**config.mk**
```make
export PLATFORM = sky130hd
export DESIGN_NAME = decode_stage_flat
export DESIGN_NICKNAME = d
export VERILOG_FILES = /design/src/rtl/decode_pkg.sv /design/src/rtl/decode_if.sv /design/src/rtl/decode_logic.sv /design/src/rtl/decode_stage.sv /design/src/flat_wrapper.sv
export SDC_FILE = /design/constraint.sdc
export NUM_CORES = 1
export LEC_CHECK = 0
export BUFFER_PORTS_ARGS = -buffer_cell sky130_fd_sc_hd__buf_2
export CAP_MARGIN = 20
export CELL_PAD_IN_SITES_DETAIL_PLACEMENT = 1
export CELL_PAD_IN_SITES_GLOBAL_PLACEMENT = 1
export CORE_ASPECT_RATIO = 0.8
export CORE_MARGIN = 5
export CORE_UTILIZATION = 37
export DETAILED_ROUTE_END_ITERATION = 12
export PLACE_DENSITY = 0.86
export SYNTH_ARGS = -nofsm -noshare
export SYNTH_HDL_FRONTEND = slang
export SYNTH_SLANG_ARGS = --single-unit
```
**constraint.sdc**
```tcl
create_clock -name clk -period 2.05 [get_ports clk]
set_clock_uncertainty 0.05 [all_clocks]
set_input_delay 0.3075 -clock clk [delete_from_list [all_inputs] [get_ports clk]]
set_output_delay 0.3075 -clock clk [all_outputs]
set_load 0.02 [all_outputs]
```
**src/rtl/decode_pkg.sv**
```systemverilog
// Shared decode types: RISC-V opcodes, ALU op encoding, access widths and the decoded bundle.
// The bundle's immediate is always 64 bits; narrower stages use the low XLEN bits.
package decode_pkg;

  localparam logic [6:0] OP_LOAD   = 7'b0000011;
  localparam logic [6:0] OP_IMM    = 7'b0010011;
  localparam logic [6:0] OP_AUIPC  = 7'b0010111;
  localparam logic [6:0] OP_IMM_32 = 7'b0011011;
  localparam logic [6:0] OP_STORE  = 7'b0100011;
  localparam logic [6:0] OP_OP     = 7'b0110011;
  localparam logic [6:0] OP_LUI    = 7'b0110111;
  localparam logic [6:0] OP_32     = 7'b0111011;
  localparam logic [6:0] OP_BRANCH = 7'b1100011;
  localparam logic [6:0] OP_JALR   = 7'b1100111;
  localparam logic [6:0] OP_JAL    = 7'b1101111;
  localparam logic [6:0] OP_SYSTEM = 7'b1110011;

  localparam logic [31:0] INST_EBREAK = 32'h0010_0073;

  localparam int ALUOP_W = 6;

  typedef enum logic [ALUOP_W-1:0] {
    ALU_ADD, ALU_SUB, ALU_SLL, ALU_SLT, ALU_SLTU, ALU_XOR, ALU_SRL, ALU_SRA, ALU_OR, ALU_AND,
    ALU_ADDW, ALU_SUBW, ALU_SLLW, ALU_SRLW, ALU_SRAW,
    ALU_EQ, ALU_NE, ALU_LT, ALU_GE, ALU_LTU, ALU_GEU,
    ALU_OUTIMM,
    ALU_MUL, ALU_MULH, ALU_MULHSU, ALU_MULHU, ALU_DIV, ALU_DIVU, ALU_REM, ALU_REMU,
    ALU_MULW, ALU_DIVW, ALU_DIVUW, ALU_REMW, ALU_REMUW
  } alu_op_e;

  typedef enum logic [1:0] {WDT_8, WDT_16, WDT_32, WDT_64} wdt_e;

  typedef struct packed {
    logic [4:0]  rd;
    logic [4:0]  rs1;
    logic [4:0]  rs2;
    logic [63:0] imm;
    alu_op_e     alu_op;
    logic        need_imm;
    logic        reg_wen;
    logic        mem_wen;
    logic        is_load;
    logic        is_branch;
    logic        is_jal;
    logic        is_jalr;
    logic        is_auipc;
    logic        is_ebreak;
    logic        is_unsigned;
    wdt_e        wdt;
    logic        illegal;
  } dec_bundle_t;

endpackage

```
**src/rtl/decode_if.sv**
```systemverilog
// Fetch-side and executor-side handshake bundle of the decode stage.
// master = fetch/executor environment, slave = decode stage.
interface decode_if #(
  parameter int XLEN = 64,
  parameter int PC_W = XLEN
);
  import decode_pkg::*;

  logic                in_valid;
  logic                in_ready;
  logic [31:0]         in_inst;
  logic [PC_W-1:0]     in_pc;
  logic                flush;
  logic                out_valid;
  logic                out_ready;
  logic [PC_W-1:0]     out_pc;
  logic [4:0]          out_rd, out_rs1, out_rs2;
  logic [XLEN-1:0]     out_imm;
  logic [ALUOP_W-1:0]  out_alu_op;
  logic                out_need_imm, out_reg_wen, out_mem_wen, out_is_load, out_is_branch;
  logic                out_is_jal, out_is_jalr, out_is_auipc, out_is_ebreak, out_is_unsigned;
  logic [1:0]          out_wdt;
  logic                out_illegal;

  modport master (
    output in_valid, in_inst, in_pc, flush, out_ready,
    input  in_ready, out_valid, out_pc, out_rd, out_rs1, out_rs2, out_imm, out_alu_op,
           out_need_imm, out_reg_wen, out_mem_wen, out_is_load, out_is_branch, out_is_jal,
           out_is_jalr, out_is_auipc, out_is_ebreak, out_is_unsigned, out_wdt, out_illegal
  );

  modport slave (
    input  in_valid, in_inst, in_pc, flush, out_ready,
    output in_ready, out_valid, out_pc, out_rd, out_rs1, out_rs2, out_imm, out_alu_op,
           out_need_imm, out_reg_wen, out_mem_wen, out_is_load, out_is_branch, out_is_jal,
           out_is_jalr, out_is_auipc, out_is_ebreak, out_is_unsigned, out_wdt, out_illegal
  );
endinterface

```
**src/rtl/decode_logic.sv**
```systemverilog
// Combinational RV32I/RV64I(+M) instruction decoder: inst -> dec_bundle_t, zero latency.
// No state and no handshake; unused register fields are zeroed, illegal forms never write.
module decode_logic
  import decode_pkg::*;
#(
  parameter int XLEN  = 64,
  parameter bit HAS_M = 1'b1
) (
  input  logic [31:0] inst,
  output dec_bundle_t dec
);

  localparam bit RV64 = (XLEN == 64);

  logic [6:0]  opc, f7;
  logic [2:0]  f3;
  logic [63:0] imm_i, imm_s, imm_b, imm_u, imm_j, shamt6, shamt5;
  logic        ill, use_rd, use_rs1, use_rs2;

  assign opc    = inst[6:0];
  assign f3     = inst[14:12];
  assign f7     = inst[31:25];
  assign imm_i  = {{52{inst[31]}}, inst[31:20]};
  assign imm_s  = {{52{inst[31]}}, inst[31:25], inst[11:7]};
  assign imm_b  = {{51{inst[31]}}, inst[31], inst[7], inst[30:25], inst[11:8], 1'b0};
  assign imm_u  = {{32{inst[31]}}, inst[31:12], 12'd0};
  assign imm_j  = {{43{inst[31]}}, inst[31], inst[19:12], inst[20], inst[30:21], 1'b0};
  assign shamt6 = {58'd0, inst[25:20]};
  assign shamt5 = {59'd0, inst[24:20]};

  always_comb begin
    dec     = '0;
    ill     = 1'b0;
    use_rd  = 1'b1;
    use_rs1 = 1'b1;
    use_rs2 = 1'b0;
    unique case (opc)
      OP_LUI:   begin dec.alu_op = ALU_OUTIMM; dec.need_imm = 1'b1; dec.reg_wen = 1'b1; dec.imm = imm_u; use_rs1 = 1'b0; end
      OP_AUIPC: begin dec.is_auipc = 1'b1; dec.need_imm = 1'b1; dec.reg_wen = 1'b1; dec.imm = imm_u; use_rs1 = 1'b0; end
      OP_JAL:   begin dec.is_jal = 1'b1; dec.need_imm = 1'b1; dec.reg_wen = 1'b1; dec.imm = imm_j; use_rs1 = 1'b0; end
      OP_JALR:  begin dec.is_jalr = 1'b1; dec.need_imm = 1'b1; dec.reg_wen = 1'b1; dec.imm = imm_i; ill = (f3 != 3'b000); end
      OP_BRANCH: begin
        dec.is_branch = 1'b1; dec.imm = imm_b; use_rd = 1'b0; use_rs2 = 1'b1;
        dec.is_unsigned = f3[1];
        case (f3)
          3'b000: dec.alu_op = ALU_EQ;
          3'b001: dec.alu_op = ALU_NE;
          3'b100: dec.alu_op = ALU_LT;
          3'b101: dec.alu_op = ALU_GE;
          3'b110: dec.alu_op = ALU_LTU;
          3'b111: dec.alu_op = ALU_GEU;
          default: ill = 1'b1;
        endcase
      end
      OP_LOAD: begin
        dec.is_load = 1'b1; dec.need_imm = 1'b1; dec.reg_wen = 1'b1; dec.imm = imm_i;
        dec.wdt = wdt_e'(f3[1:0]); dec.is_unsigned = f3[2];
        ill = (f3 == 3'b111) || (!RV64 && (f3 == 3'b011 || f3 == 3'b110));
      end
      OP_STORE: begin
        dec.mem_wen = 1'b1; dec.need_imm = 1'b1; dec.imm = imm_s; dec.wdt = wdt_e'(f3[1:0]);
        use_rd = 1'b0; use_rs2 = 1'b1;
        ill = f3[2] || (!RV64 && f3 == 3'b011);
      end
      OP_IMM: begin
        dec.need_imm = 1'b1; dec.reg_wen = 1'b1; dec.imm = imm_i;
        case (f3)
          3'b000: dec.alu_op = ALU_ADD;
          3'b010: dec.alu_op = ALU_SLT;
          3'b011: begin dec.alu_op = ALU_SLTU; dec.is_unsigned = 1'b1; end
          3'b100: dec.alu_op = ALU_XOR;
          3'b110: dec.alu_op = ALU_OR;
          3'b111: dec.alu_op = ALU_AND;
          3'b001: begin
            dec.alu_op = ALU_SLL; dec.imm = shamt6;
            ill = (inst[31:26] != 6'd0) || (!RV64 && inst[25]);
          end
          default: begin
            dec.alu_op = inst[30] ? ALU_SRA : ALU_SRL; dec.imm = shamt6;
            ill = inst[31] || (inst[29:26] != 4'd0) || (!RV64 && inst[25]);
          end
        endcase
      end
      OP_IMM_32: begin
        dec.need_imm = 1'b1; dec.reg_wen = 1'b1; dec.imm = imm_i; ill = !RV64;
        case (f3)
          3'b000: dec.alu_op = ALU_ADDW;
          3'b001: begin dec.alu_op = ALU_SLLW; dec.imm = shamt5; ill = ill || (f7 != 7'b0000000); end
          3'b101: begin
            dec.alu_op = inst[30] ? ALU_SRAW : ALU_SRLW; dec.imm = shamt5;
            ill = ill || (f7 != 7'b0000000 && f7 != 7'b0100000);
          end
          default: ill = 1'b1;
        endcase
      end
      OP_OP: begin
        dec.reg_wen = 1'b1; use_rs2 = 1'b1;
        case (f7)
          7'b0000000: begin
            case (f3)
              3'b000: dec.alu_op = ALU_ADD;
              3'b001: dec.alu_op = ALU_SLL;
              3'b010: dec.alu_op = ALU_SLT;
              3'b011: begin dec.alu_op = ALU_SLTU; dec.is_unsigned = 1'b1; end
              3'b100: dec.alu_op = ALU_XOR;
              3'b101: dec.alu_op = ALU_SRL;
              3'b110: dec.alu_op = ALU_OR;
              default: dec.alu_op = ALU_AND;
            endcase
          end
          7'b0100000: begin
            if (f3 == 3'b000) dec.alu_op = ALU_SUB;
            else if (f3 == 3'b101) dec.alu_op = ALU_SRA;
            else ill = 1'b1;
          end
          7'b0000001: begin
            ill = !HAS_M;
            dec.alu_op = alu_op_e'(ALU_MUL + {3'd0, f3});
            dec.is_unsigned = (f3 == 3'b011) || (f3 == 3'b101) || (f3 == 3'b111);
          end
          default: ill = 1'b1;
        endcase
      end
      OP_32: begin
        dec.reg_wen = 1'b1; use_rs2 = 1'b1; ill = !RV64;
        case ({f7, f3})
          {7'b0000000, 3'b000}: dec.alu_op = ALU_ADDW;
          {7'b0000000, 3'b001}: dec.alu_op = ALU_SLLW;
          {7'b0000000, 3'b101}: dec.alu_op = ALU_SRLW;
          {7'b0100000, 3'b000}: dec.alu_op = ALU_SUBW;
          {7'b0100000, 3'b101}: dec.alu_op = ALU_SRAW;
          {7'b0000001, 3'b000}: begin dec.alu_op = ALU_MULW;  ill = ill || !HAS_M; end
          {7'b0000001, 3'b100}: begin dec.alu_op = ALU_DIVW;  ill = ill || !HAS_M; end
          {7'b0000001, 3'b101}: begin dec.alu_op = ALU_DIVUW; ill = ill || !HAS_M; dec.is_unsigned = 1'b1; end
          {7'b0000001, 3'b110}: begin dec.alu_op = ALU_REMW;  ill = ill || !HAS_M; end
          {7'b0000001, 3'b111}: begin dec.alu_op = ALU_REMUW; ill = ill || !HAS_M; dec.is_unsigned = 1'b1; end
          default: ill = 1'b1;
        endcase
      end
      OP_SYSTEM: begin
        // ecall and all CSR accesses are unimplemented here
        dec.is_ebreak = (inst == INST_EBREAK); ill = (inst != INST_EBREAK);
        use_rd = 1'b0; use_rs1 = 1'b0;
      end
      default: ill = 1'b1;
    endcase
    dec.rd  = use_rd  ? inst[11:7]  : 5'd0;
    dec.rs1 = use_rs1 ? inst[19:15] : 5'd0;
    dec.rs2 = use_rs2 ? inst[24:20] : 5'd0;
    if (ill) begin
      dec.illegal = 1'b1;
      dec.reg_wen = 1'b0;
      dec.mem_wen = 1'b0;
    end
  end

endmodule

```
**src/rtl/decode_stage.sv**
```systemverilog
// Decode stage: combinational decode into a 2-entry skid buffer; 1-cycle latency, 1/cycle throughput.
// in_ready depends only on buffer occupancy, so stalls on either side never form a combinational path.
module decode_stage
  import decode_pkg::*;
#(
  parameter int XLEN  = 64,
  parameter bit HAS_M = 1'b1,
  parameter int PC_W  = XLEN
) (
  input  logic   clk,
  input  logic   rst_n,
  decode_if.slave io
);

  dec_bundle_t     dec;
  dec_bundle_t     slot0_q, slot0_d, slot1_q, slot1_d;
  logic [PC_W-1:0] pc0_q, pc0_d, pc1_q, pc1_d;
  logic [1:0]      count_q, count_d;
  logic            push, pop;

  decode_logic #(.XLEN(XLEN), .HAS_M(HAS_M)) u_decode_logic (
    .inst (io.in_inst),
    .dec  (dec)
  );

  assign io.in_ready  = (count_q != 2'd2);
  assign io.out_valid = (count_q != 2'd0);
  assign push = io.in_valid & io.in_ready & ~io.flush;
  assign pop  = io.out_valid & io.out_ready;

  always_comb begin
    slot0_d = slot0_q;
    slot1_d = slot1_q;
    pc0_d   = pc0_q;
    pc1_d   = pc1_q;
    if (pop) begin
      slot0_d = slot1_q;
      pc0_d   = pc1_q;
    end
    // a push lands at the head when the head is empty or being vacated this cycle
    if (push) begin
      if (count_q == 2'd0 || (count_q == 2'd1 && pop)) begin
        slot0_d = dec;
        pc0_d   = io.in_pc;
      end else begin
        slot1_d = dec;
        pc1_d   = io.in_pc;
      end
    end
    count_d = count_q + {1'b0, push} - {1'b0, pop};
    if (io.flush) count_d = 2'd0;
  end

  always_ff @(posedge clk or negedge rst_n) begin
    if (!rst_n) begin
      count_q <= 2'd0;
      slot0_q <= '0;
      slot1_q <= '0;
      pc0_q   <= '0;
      pc1_q   <= '0;
    end else begin
      count_q <= count_d;
      slot0_q <= slot0_d;
      slot1_q <= slot1_d;
      pc0_q   <= pc0_d;
      pc1_q   <= pc1_d;
    end
  end

  assign io.out_pc          = pc0_q;
  assign io.out_rd          = slot0_q.rd;
  assign io.out_rs1         = slot0_q.rs1;
  assign io.out_rs2         = slot0_q.rs2;
  assign io.out_imm         = slot0_q.imm[XLEN-1:0];
  assign io.out_alu_op      = slot0_q.alu_op;
  assign io.out_need_imm    = slot0_q.need_imm;
  assign io.out_reg_wen     = slot0_q.reg_wen;
  assign io.out_mem_wen     = slot0_q.mem_wen;
  assign io.out_is_load     = slot0_q.is_load;
  assign io.out_is_branch   = slot0_q.is_branch;
  assign io.out_is_jal      = slot0_q.is_jal;
  assign io.out_is_jalr     = slot0_q.is_jalr;
  assign io.out_is_auipc    = slot0_q.is_auipc;
  assign io.out_is_ebreak   = slot0_q.is_ebreak;
  assign io.out_is_unsigned = slot0_q.is_unsigned;
  assign io.out_wdt         = slot0_q.wdt;
  assign io.out_illegal     = slot0_q.illegal;

endmodule

```
**src/flat_wrapper.sv**
```systemverilog
// flat-port wrapper written by rule: the top's interface ports become plain ports
module decode_stage_flat import decode_pkg::*;
#(
  parameter int XLEN  = 64,
  parameter bit HAS_M = 1'b1,
  parameter int PC_W  = XLEN
)
  (clk, rst_n, io_in_valid, io_in_inst, io_in_pc, io_flush, io_out_ready, io_in_ready, io_out_valid, io_out_pc, io_out_rd, io_out_rs1, io_out_rs2, io_out_imm, io_out_alu_op, io_out_need_imm, io_out_reg_wen, io_out_mem_wen, io_out_is_load, io_out_is_branch, io_out_is_jal, io_out_is_jalr, io_out_is_auipc, io_out_is_ebreak, io_out_is_unsigned, io_out_wdt, io_out_illegal);
  decode_if #(.XLEN(XLEN), .PC_W(PC_W)) io_i ();
  input  logic clk;
  input  logic rst_n;
  input wire logic [$bits(io_i.in_valid)-1:0] io_in_valid;
  input wire logic [$bits(io_i.in_inst)-1:0] io_in_inst;
  input wire logic [$bits(io_i.in_pc)-1:0] io_in_pc;
  input wire logic [$bits(io_i.flush)-1:0] io_flush;
  input wire logic [$bits(io_i.out_ready)-1:0] io_out_ready;
  output wire logic [$bits(io_i.in_ready)-1:0] io_in_ready;
  output wire logic [$bits(io_i.out_valid)-1:0] io_out_valid;
  output wire logic [$bits(io_i.out_pc)-1:0] io_out_pc;
  output wire logic [$bits(io_i.out_rd)-1:0] io_out_rd;
  output wire logic [$bits(io_i.out_rs1)-1:0] io_out_rs1;
  output wire logic [$bits(io_i.out_rs2)-1:0] io_out_rs2;
  output wire logic [$bits(io_i.out_imm)-1:0] io_out_imm;
  output wire logic [$bits(io_i.out_alu_op)-1:0] io_out_alu_op;
  output wire logic [$bits(io_i.out_need_imm)-1:0] io_out_need_imm;
  output wire logic [$bits(io_i.out_reg_wen)-1:0] io_out_reg_wen;
  output wire logic [$bits(io_i.out_mem_wen)-1:0] io_out_mem_wen;
  output wire logic [$bits(io_i.out_is_load)-1:0] io_out_is_load;
  output wire logic [$bits(io_i.out_is_branch)-1:0] io_out_is_branch;
  output wire logic [$bits(io_i.out_is_jal)-1:0] io_out_is_jal;
  output wire logic [$bits(io_i.out_is_jalr)-1:0] io_out_is_jalr;
  output wire logic [$bits(io_i.out_is_auipc)-1:0] io_out_is_auipc;
  output wire logic [$bits(io_i.out_is_ebreak)-1:0] io_out_is_ebreak;
  output wire logic [$bits(io_i.out_is_unsigned)-1:0] io_out_is_unsigned;
  output wire logic [$bits(io_i.out_wdt)-1:0] io_out_wdt;
  output wire logic [$bits(io_i.out_illegal)-1:0] io_out_illegal;
  assign io_i.in_valid = io_in_valid;
  assign io_i.in_inst = io_in_inst;
  assign io_i.in_pc = io_in_pc;
  assign io_i.flush = io_flush;
  assign io_i.out_ready = io_out_ready;
  assign io_in_ready = io_i.in_ready;
  assign io_out_valid = io_i.out_valid;
  assign io_out_pc = io_i.out_pc;
  assign io_out_rd = io_i.out_rd;
  assign io_out_rs1 = io_i.out_rs1;
  assign io_out_rs2 = io_i.out_rs2;
  assign io_out_imm = io_i.out_imm;
  assign io_out_alu_op = io_i.out_alu_op;
  assign io_out_need_imm = io_i.out_need_imm;
  assign io_out_reg_wen = io_i.out_reg_wen;
  assign io_out_mem_wen = io_i.out_mem_wen;
  assign io_out_is_load = io_i.out_is_load;
  assign io_out_is_branch = io_i.out_is_branch;
  assign io_out_is_jal = io_i.out_is_jal;
  assign io_out_is_jalr = io_i.out_is_jalr;
  assign io_out_is_auipc = io_i.out_is_auipc;
  assign io_out_is_ebreak = io_i.out_is_ebreak;
  assign io_out_is_unsigned = io_i.out_is_unsigned;
  assign io_out_wdt = io_i.out_wdt;
  assign io_out_illegal = io_i.out_illegal;
  decode_stage #(.XLEN(XLEN), .HAS_M(HAS_M), .PC_W(PC_W)) u_core (.clk(clk), .rst_n(rst_n), .io(io_i));
endmodule
```
==> results.json, run 1 <==
{
  "synth-seq-cells": 294,
  "final_cell_mix": "nand2_1, dfrtp_1, buf_2",
  "cts.sinks": 294,
  "initialDrtViolationCount": 1078,
  "regArea_um2": 7360,
  "num_rows": 62,
  "vias_per_cell": 5.48,
  "clk_pin_slew_ps": 70,
  "grt_max_degree": 115,
  "ant_nets": 0,
  "final_hold_viol_count": 0,
  "arrival_ps": 2440,
  "synth_top_family_by_area": "simple AND/OR/NAND/NOR gates",
  "grt_overflow": 0,
  "routed_wirelength_um": 54300,
  "final_cells": 2516,
  "crit_path_start_kind": "input port",
  "post_dp_cell_area_um2": 16600,
  "layout.nets": 2120,
  "max_freq_ghz": 0.493,
  "crit_start": "io_flush",
  "vias": 13800,
  "hp-start": "io_in_inst[27]",
  "maxCapViolations": 0,
  "drv_slew": 0,
  "dp.final_hpwl_um": 36100,
  "final_layout_size_suffix_gt1_share_pct": 25.5,
  "rsz0062_at_grt": "yes",
  "synthArstFlopShare_pct": 100,
  "synth_area_um2": 13600,
  "place_inst": 2382,
  "fin_crit_ps": 2030,
  "timing.hold.ws_ps": 26.4,
  "post_cts_buffers": 0,
  "multiInputGateArea_um2": 5790,
  "area_delta_synth_final_pct": 35.7,
  "port_buffers": 264,
  "h-tree-depth": 1,
  "grt_pass1_vias": 14700,
  "critPathCaptureType": "flop",
  "fin_ws_ps": 23.1,
  "finalInstanceArea_um2": 18400,
  "synth-simple-area-share_pct": 25.7,
  "synth-main-ff-cell": "dfrtp_1",
  "cts_tree": "done",
  "wl_met2_um": 25500,
  "layout_commonest_cell": "nand2_1",
  "ys_warn_count": 0,
  "slew_headroom_pct": 44.7,
  "synthCells": 1596,
  "syn_avg_cell_area_um2": 8.52,
  "setup_viol": 0,
  "max_slew.worst_pin.slew_ps": 826,
  "core_um2": 36100,
  "muxShareOfSynthArea_pct": 1.01,
  "synth-seq-area-share_pct": 54.1,
  "grt_util_all_layers_pct": 25.7,
  "synth_compound_area_share_pct": 14.5,
  "cts_root_buf": "clkbuf_16",
  "dr_wl_met3_um": 3180,
  "p_per_area_nw_per_um2": 1350,
  "gp_congestion": 0.958,
  "leakagePower_uw": 0.00902,
  "die_y_um": 181,
  "pre_cts_slack_ps": -554,
  "cts-buffers-inserted": 31,
  "grt_first_pass_wirelength_um": 84700,
  "finalCritPeriodShare_pct": 98.9,
  "wl_per_cell_um": 21.6,
  "setup.worst_path.class": "in2reg",
  "cts_buffer_depth": 3,
  "synthXorXnorAreaFrac_pct": 0.193,
  "die_area_um2": 40700,
  "synth_nets": 1705,
  "synth_edf_count": 0,
  "critPathRequiredTime_ps": 2460,
  "n_fill_cell": 4248,
  "antenna_found_initial": 5,
  "die-width_um": 224,
  "drc": 0,
  "ioPinCount": 265,
  "ir_drop_mv": 0.872,
  "clk_latency_ps": 580,
  "r2r-start": "u_core.count_q[1]",
  "status": "finished, final reports clean",
  "synth.distinct_cells": 69,
  "synthAdderAreaFrac_pct": 0.737,
  "first_pass_iters": 5,
  "topRoutingLayerUsed": "met5",
  "met1_length_um": 23800,
  "hp-class": "in2reg",
  "start_util_pct": 37.7,
  "crit_fanout": 32
}
worst paths after layout:
check	cells after the start	slack [ps]	end
setup reg to reg	6	110	u_core.io.out_pc[56]
hold reg to reg	2	430	u_core.pc1_q[19]
min in group asynchronous	2	190	u_core.io.out_imm[60]
setup / recovery	8	20	u_core.io.out_imm[13]
hold / removal	4	30	u_core.io.out_imm[7]
max in group asynchronous	3	980	u_core.slot1_q[85]
layer usage:
layer | GRT usage [%] | vias up
li1 | - | 6216
met1 | 35.2 | 7010
met5 | 0 | -
met4 | 7.43 | 4
met3 | 4.91 | 115
met2 | 41.9 | 432
area by class of cell:
cell class / count / share of cell area, %
Sequential cell: 294 / 39.9
Multi-Input combinational cell: 1169 / 31.4
Timing Repair Buffer: 506 / 19.6
Clock buffer: 44 / 4.91
Tap cell: 480 / 3.26
Clock inverter: 10 / 0.679
Inverter: 9 / 0.197
Antenna cell: 4 / 0.0543
registers in the layout, summed over array words and instances, names as in the netlist, 2 cells and up:
name,flops
u_core.io.out_rs2,5
u_core.io.out_alu_op,6
u_core.io.out_rs1,5
u_core.slot1_q,66
u_core.io.out_wdt,2
u_core.io.out_rd,5
u_core.io.out_pc,64
u_core.pc1_q,64
u_core.io.out_imm,64
u_core.count_q,2
worst max-delay path, cell delays in order:
cell and delay, ps:
dlygate4sd3_1 570, buf_2 150, nand2b_1 190, or3_4 470, buf_12 210, a21oi_1 170, a31oi_1 60, or2_2 300
through the flow:
step / total power [µW] / utilization, % / setup TNS, ps
after floorplan: 14800 / - / -59.8
after global placement: 18200 / 46.0 / -16870
after detailed placement: 18800 / 46.0 / -29110
after CTS: 24800 / 50.9 / 0
after global routing: 26300 / 51.1 / -4.34
final: 24900 / 51.1 / 0
synthesized netlist by cell type, drive strengths merged (9+ instances only):
library cell,count,share of area [%]
a211oi,11,0.64
a21oi,101,3.7
a31oi,99,4.6
a32oi,12,0.77
and3,11,0.51
buf,24,0.79
clkbuf,100,2.8
dfrtp,294,54
inv,9,0.25
mux2i,10,0.74
nand2,573,16
nand2b,11,0.51
nand3,48,1.8
nor2,111,3.1
nor2b,12,0.55
nor3,11,0.41
o21ai,32,1.2
o31ai,9,0.50
or2,9,0.41
report_power, final:
group / switching (µW) / internal [µW] / total, µW
sequential: 1480 / 8190 / 9680
clock: 2410 / 3320 / 5730
combinational: 6200 / 3270 / 9470
repair_timing:
item                                    4_1_cts  5_1_grt
cloned                                        0        1
hold buffers                                 75        0
resized for setup                             3        9
hold endpoints to repair                    189        0
endpoints found under the setup margin       60       65
cell families (layout without fill, tap and decap cells):
| family | Yosys count | after routing |
|---|---|---|
| xor gates and xnor gates | 3 | 3 |
| AOI/OAI and AO/OA | 314 | 314 |
| and+or+nand+nor | 831 | 831 |
| DFF | 294 | 294 |
| muxes | 13 | 13 |
| other | 0 | 4 |
| buffers and inverters | 133 | 569 |
| adders and majority gates | 8 | 8 |
No activity file was read; power rests on OpenSTA's default activity.
==> inputs of run 2 (changes only) <==
Settings changed: HOLD_SLACK_MARGIN from default to 0.06.
==> run 2 against run 1 <==
  * Count of clock-buffer cells in the layout is the same
  * Hold slack gained 53 ps
  * Power is essentially flat
  * Die area is the same
  * Register-to-register slack is essentially flat
  * Design area grew 0.22%
  * Largest cell class unchanged
  * Via count is essentially flat
  * Worst setup slack gained 11 ps
  * Sequential cell count is the same
  * First-iteration DRC count grew 11%
  * Clock power is essentially flat
==> results.json, run 2 (synthesized netlist as in run 1, its figures left out) <==
{
  "crit_fanout": 32,
  "cts_buffer_depth": 3,
  "setup.worst_path.class": "in2reg",
  "critPathRequiredTime_ps": 2460,
  "rsz0062_at_grt": "yes",
  "start_util_pct": 37.7,
  "sw_frac_of_total_pct": 40.6,
  "maxCapViolations": 0,
  "critical_path.top_delay_family": "simple AND/OR/NAND/NOR gates",
  "vias": 13800,
  "area_delta_synth_final_pct": 36.0,
  "largest_reg_flops": 66,
  "ioPinCount": 265,
  "grt_util_all_layers_pct": 25.9,
  "layout.nets": 2124,
  "port_buffers": 264,
  "clk_pin_slew_ps": 70,
  "slew_headroom_pct": 55.0,
  "die_area_um2": 40700,
  "power_frac_comb_pct": 38.1,
  "clkPwrFrac_pct": 23.0,
  "final_hold_viol_count": 0,
  "layout_commonest_cell": "nand2_1",
  "gp_congestion": 0.958,
  "arrival_ps": 2430,
  "max_freq_ghz": 0.496,
  "grt_pass1_vias": 14700,
  "cts.sinks": 294,
  "max_flop_register": "u_core.slot1_q",
  "ff2ff_path_depth": 7,
  "status": "finished, final reports clean",
  "grt_first_pass_wirelength_um": 85200,
  "path_buf_inv": 3,
  "ir_drop_mv": 0.870,
  "leakagePower_uw": 0.00903,
  "routed_wirelength_um": 54700,
  "grt_max_degree": 115,
  "h-tree-depth": 1,
  "fin_ws_ps": 34.0,
  "die-width_um": 224,
  "total_power_uw": 24900,
  "cts_tree": "done",
  "setup_viol": 0,
  "max_stage_delay_ps": 560,
  "drv_slew": 0,
  "core_um2": 36100,
  "grt_overflow": 0,
  "post_cts_buffers": 0,
  "dp.final_hpwl_um": 36100,
  "switching_power_uw": 10100,
  "final_cell_mix": "nand2_1, dfrtp_1, buf_2",
  "cts-buffers-inserted": 31,
  "p_per_area_nw_per_um2": 1350,
  "critPathCaptureType": "flop",
  "pre_cts_slack_ps": -554,
  "max_slew.worst_pin.slew_ps": 666,
  "cpMaxStageDelayCell": "dlygate4sd3_1",
  "drc": 0,
  "internal_power_uw": 14800,
  "crit_path_start_kind": "input port",
  "num_rows": 62,
  "antenna_found_initial": 2,
  "initialDrtViolationCount": 1193,
  "wl_per_cell_um": 21.7,
  "final.setup.tns_ps": 0,
  "die_y_um": 181,
  "final_layout_size_suffix_gt1_share_pct": 25.5,
  "finalCritPeriodShare_pct": 98.3,
  "ant_nets": 0,
  "fin_crit_ps": 2020,
  "hp-class": "in2reg",
  "seqPwrFrac_pct": 38.9,
  "crit_chain": "dlygate4sd3_1, buf_2, nand2b_1, or3_4, buf_12, a21oi_1, a31oi_1, or2_2",
  "cts_root_buf": "clkbuf_16",
  "holdPathStages": 3,
  "first_pass_iters": 5,
  "clk_latency_ps": 580,
  "vias_per_cell": 5.48,
  "cp_num_cells": 8
}
## run 2: tightest hold or removal path, cell delays in order
cell and delay (ps):
buf_2 160, a21oi_1 140, a31oi_1 50
## run 2: cell type report
cell class	count	area, µm²
well taps	480	601
flip-flops and latches	294	7360
fillers	4246	17600
repair buffers	510	3650
diodes	1	2.50
multi-input cells	1169	5800
clock inverters	10	125
inverters	9	36.3
clock buffers	44	905
## run 2: what timing repair did
item / in CTS / in global routing
gates resized for setup: 3 / 11
hold endpoints to repair: 279 / 0
cloned: 0 / 1
endpoints found under the setup margin: 60 / 70
hold buffers: 79 / 0
## run 2: metal layers
metal | track usage (%) | up-vias | share of wire, %
li1 | - | 6220 | -
met1 | 35.5 | 7040 | 44
met2 | 42.3 | 425 | 47
met3 | 4.97 | 101 | 5.7
met4 | 7.21 | 4 | 3.1
met5 | 0 | - | 0.044
## run 2: power groups by stage
stage | Sequential, µW | Combinational, µW | Clock [µW]
4_1_cts | 9610 | 9330 | 5830
3_5_place_dp | 9650 | 9110 | 0
6_report | 9680 | 9490 | 5730
5_1_grt | 9920 | 10300 | 6090
3_3_place_gp | 9490 | 8710 | 0
2_1_floorplan | 11200 | 3620 | 0
## run 2: through the flow
stage	cell area, µm²	hold WS (ps)	cells	util [%]
2_1_floorplan	13600	-38.1	1596	-
5_1_grt	18500	77.6	2516	51.2
3_3_place_gp	16600	217	2382	46.0
4_1_cts	18400	64.2	2515	51.0
6_report	18500	79.0	2517	51.2
3_5_place_dp	16600	226	2382	46.0
## run 2: final timing paths
| kind | slack (ps) | start | endpoint |
|---|---|---|---|
| setup reg to reg | 120 | u_core.count_q[0] | u_core.io.out_imm[13] |
| setup / recovery | 30 | io_flush | u_core.io.out_imm[13] |
| min in group asynchronous | 190 | rst_n | u_core.io.out_imm[60] |
| hold reg to reg | 430 | u_core.pc1_q[19] | u_core.pc1_q[19] |
| hold / removal | 80 | io_in_inst[21] | u_core.io.out_rs2[1] |
| max in group asynchronous | 980 | rst_n | u_core.slot1_q[85] |
==> inputs of run 3 (changes only) <==
Settings changed: CORE_ASPECT_RATIO 0.8 to 0.75, CORE_UTILIZATION 37 to 40, PLACE_DENSITY 0.86 to 0.88.
Clock period 2.05 ns to 2.5 ns, I/O delays scaled along.
==> run 3 against run 2 <==
  * Global-route usage grew 0.59 points
  * Sequential cell count is the same
  * Largest cell class unchanged
  * Critical path type unchanged
  * Sequential share of layout area up 1.7 points
==> results.json, run 3 (synthesized netlist as in run 1, its figures left out) <==
{
  "status": "finished, final reports clean",
  "grt_util_all_layers_pct": 26.5,
  "grt_pass1_vias": 14200,
  "ioPinCount": 265,
  "ff2ff_setup_slack_ps": 310,
  "finalCritPeriodShare_pct": 95.8,
  "ir_drop_mv": 0.596,
  "post_dp_cell_area_um2": 15900,
  "crit_fanout": 7,
  "gp_congestion": 0.968,
  "max_freq_ghz": 0.417,
  "antenna_found_initial": 6,
  "area_delta_synth_final_pct": 30.3,
  "rsz0062_at_grt": "no",
  "final_layout_size_suffix_gt1_share_pct": 22.1,
  "port_buffers": 264,
  "regArea_um2": 7360,
  "fin_crit_ps": 2400,
  "critPathCaptureType": "flop",
  "cts-buffers-inserted": 31,
  "layout_commonest_cell": "nand2_1",
  "initialDrtViolationCount": 996,
  "grt_first_pass_wirelength_um": 81400,
  "layout.nets": 2046,
  "cts_buffer_depth": 3,
  "leakagePower_uw": 0.00862,
  "grt_busiest_layer": "met2",
  "routed_wirelength_um": 51300,
  "arrival_ps": 2850,
  "hp-class": "in2reg",
  "clk_pin_slew_ps": 60,
  "n_fill_cell": 3977,
  "largest_reg_flops": 66,
  "final_hold_viol_count": 0,
  "cts_root_buf": "clkbuf_16",
  "crit_path_start_kind": "input port",
  "setup_viol": 0,
  "grt_max_degree": 156,
  "vias": 13300,
  "fin_ws_ps": 105,
  "clk_latency_ps": 580,
  "die_y_um": 170,
  "core_um2": 33500,
  "final_cell_mix": "nand2_1, dfrtp_1, buf_2",
  "first_pass_iters": 5,
  "dp.final_hpwl_um": 33400,
  "grt_overflow": 0,
  "die-width_um": 223,
  "cts_tree": "done",
  "wl_per_cell_um": 21.2,
  "critPathRequiredTime_ps": 2950,
  "post_cts_buffers": 0,
  "maxCapViolations": 0,
  "drv_slew": 0,
  "setup.worst_path.class": "in2reg",
  "p_per_area_nw_per_um2": 1130,
  "num_rows": 58,
  "die_area_um2": 37800,
  "ant_nets": 0,
  "cts.sinks": 294,
  "max_slew.worst_pin.slew_ps": 871,
  "globalRouteMet3Util_pct": 5.12,
  "use_met2_pct": 42.9,
  "finalInstanceArea_um2": 17700,
  "drc": 0,
  "pre_cts_slack_ps": -56.6,
  "h-tree-depth": 1,
  "grtUsageMet1_pct": 36.3,
  "slew_headroom_pct": 41.7,
  "start_util_pct": 40.5,
  "vias_per_cell": 5.53,
  "max_flop_register": "u_core.slot1_q",
  "multiInputGateArea_um2": 5760
}
==> run 3: changes by cell type in the layout (fill, tap and decap cells not counted), moves of 3 or more <==
cell	delta
buf_4	-70
clkbuf_1	+3
buf_12	-5
nor2_2	-3
nor2_1	+3
diode_2	+3
==> run 3: final cells by class <==
class                           count  area share, %
Antenna cell                        4         0.0565
Clock inverter                     11          0.706
Inverter                            9          0.205
Multi-Input combinational cell   1169           32.5
Timing Repair Buffer              432           16.7
Tap cell                          450           3.18
Clock buffer                       46           5.09
Sequential cell                   294           41.5
==> run 3: metal layers <==
| metal | vias up | wire, µm | part of all wire (%) |
|---|---|---|---|
| li1 | 6089 | - | - |
| met2 | 468 | 23900 | 47 |
| met5 | - | 35 | 0.068 |
| met4 | 6 | 1680 | 3.3 |
| met3 | 106 | 3270 | 6.4 |
| met1 | 6677 | 22400 | 44 |
==> run 3: critical path, stage by stage <==
cell and delay [ps]:
dlygate4sd3_1 540, buf_2 150, or4_4 630, nor2_1 240, nand2_1 150, nor4_1 440
buf_4 200, nand2_1 50, o21ai_0 70
==> run 3: per-stage QoR <==
| step | TNS, ps | power (µW) | util (%) | cells | hold slack (ps) |
|---|---|---|---|---|---|
| floorplan | 0 | 12100 | - | 1596 | 29.4 |
| global placement | -165 | 14800 | 47.3 | 2274 | 323 |
| detailed placement | -647 | 15100 | 47.3 | 2274 | 338 |
| CTS | 0 | 20100 | 52.8 | 2411 | 79.6 |
| global route | 0 | 21200 | 52.8 | 2414 | 97.5 |
| finish | 0 | 20000 | 52.8 | 2415 | 96.6 |
==> run 3: path summary, 6_finish.rpt <==
path                                    startpoint                 endpoint  cells past startpoint
worst max register to register   u_core.count_q[1]     u_core.io.out_pc[20]                      5
worst min register to register  u_core.slot1_q[10]       u_core.slot1_q[10]                      2
worst min-delay path                io_in_inst[23]       u_core.slot1_q[86]                      3
min in group asynchronous                    rst_n    u_core.io.out_imm[47]                      2
max in group asynchronous                    rst_n         u_core.pc1_q[30]                      3
worst max-delay path                io_in_inst[29]  u_core.io.out_alu_op[5]                      9
==> run 3: repair_timing <==
| item | in CTS | in global routing |
|---|---|---|
| gates resized for setup | 0 | 1 |
| hold buffers | 80 | 0 |
| hold endpoints to repair | 219 | 0 |
| setup endpoints to repair | 0 | 1 |
==> run 3: report_power, final <==
group	switching [µW]	total (µW)	internal, µW
sequential	1200	7920	6720
clock	1990	4700	2700
combinational	4900	7420	2520
total	8100	20000	11900
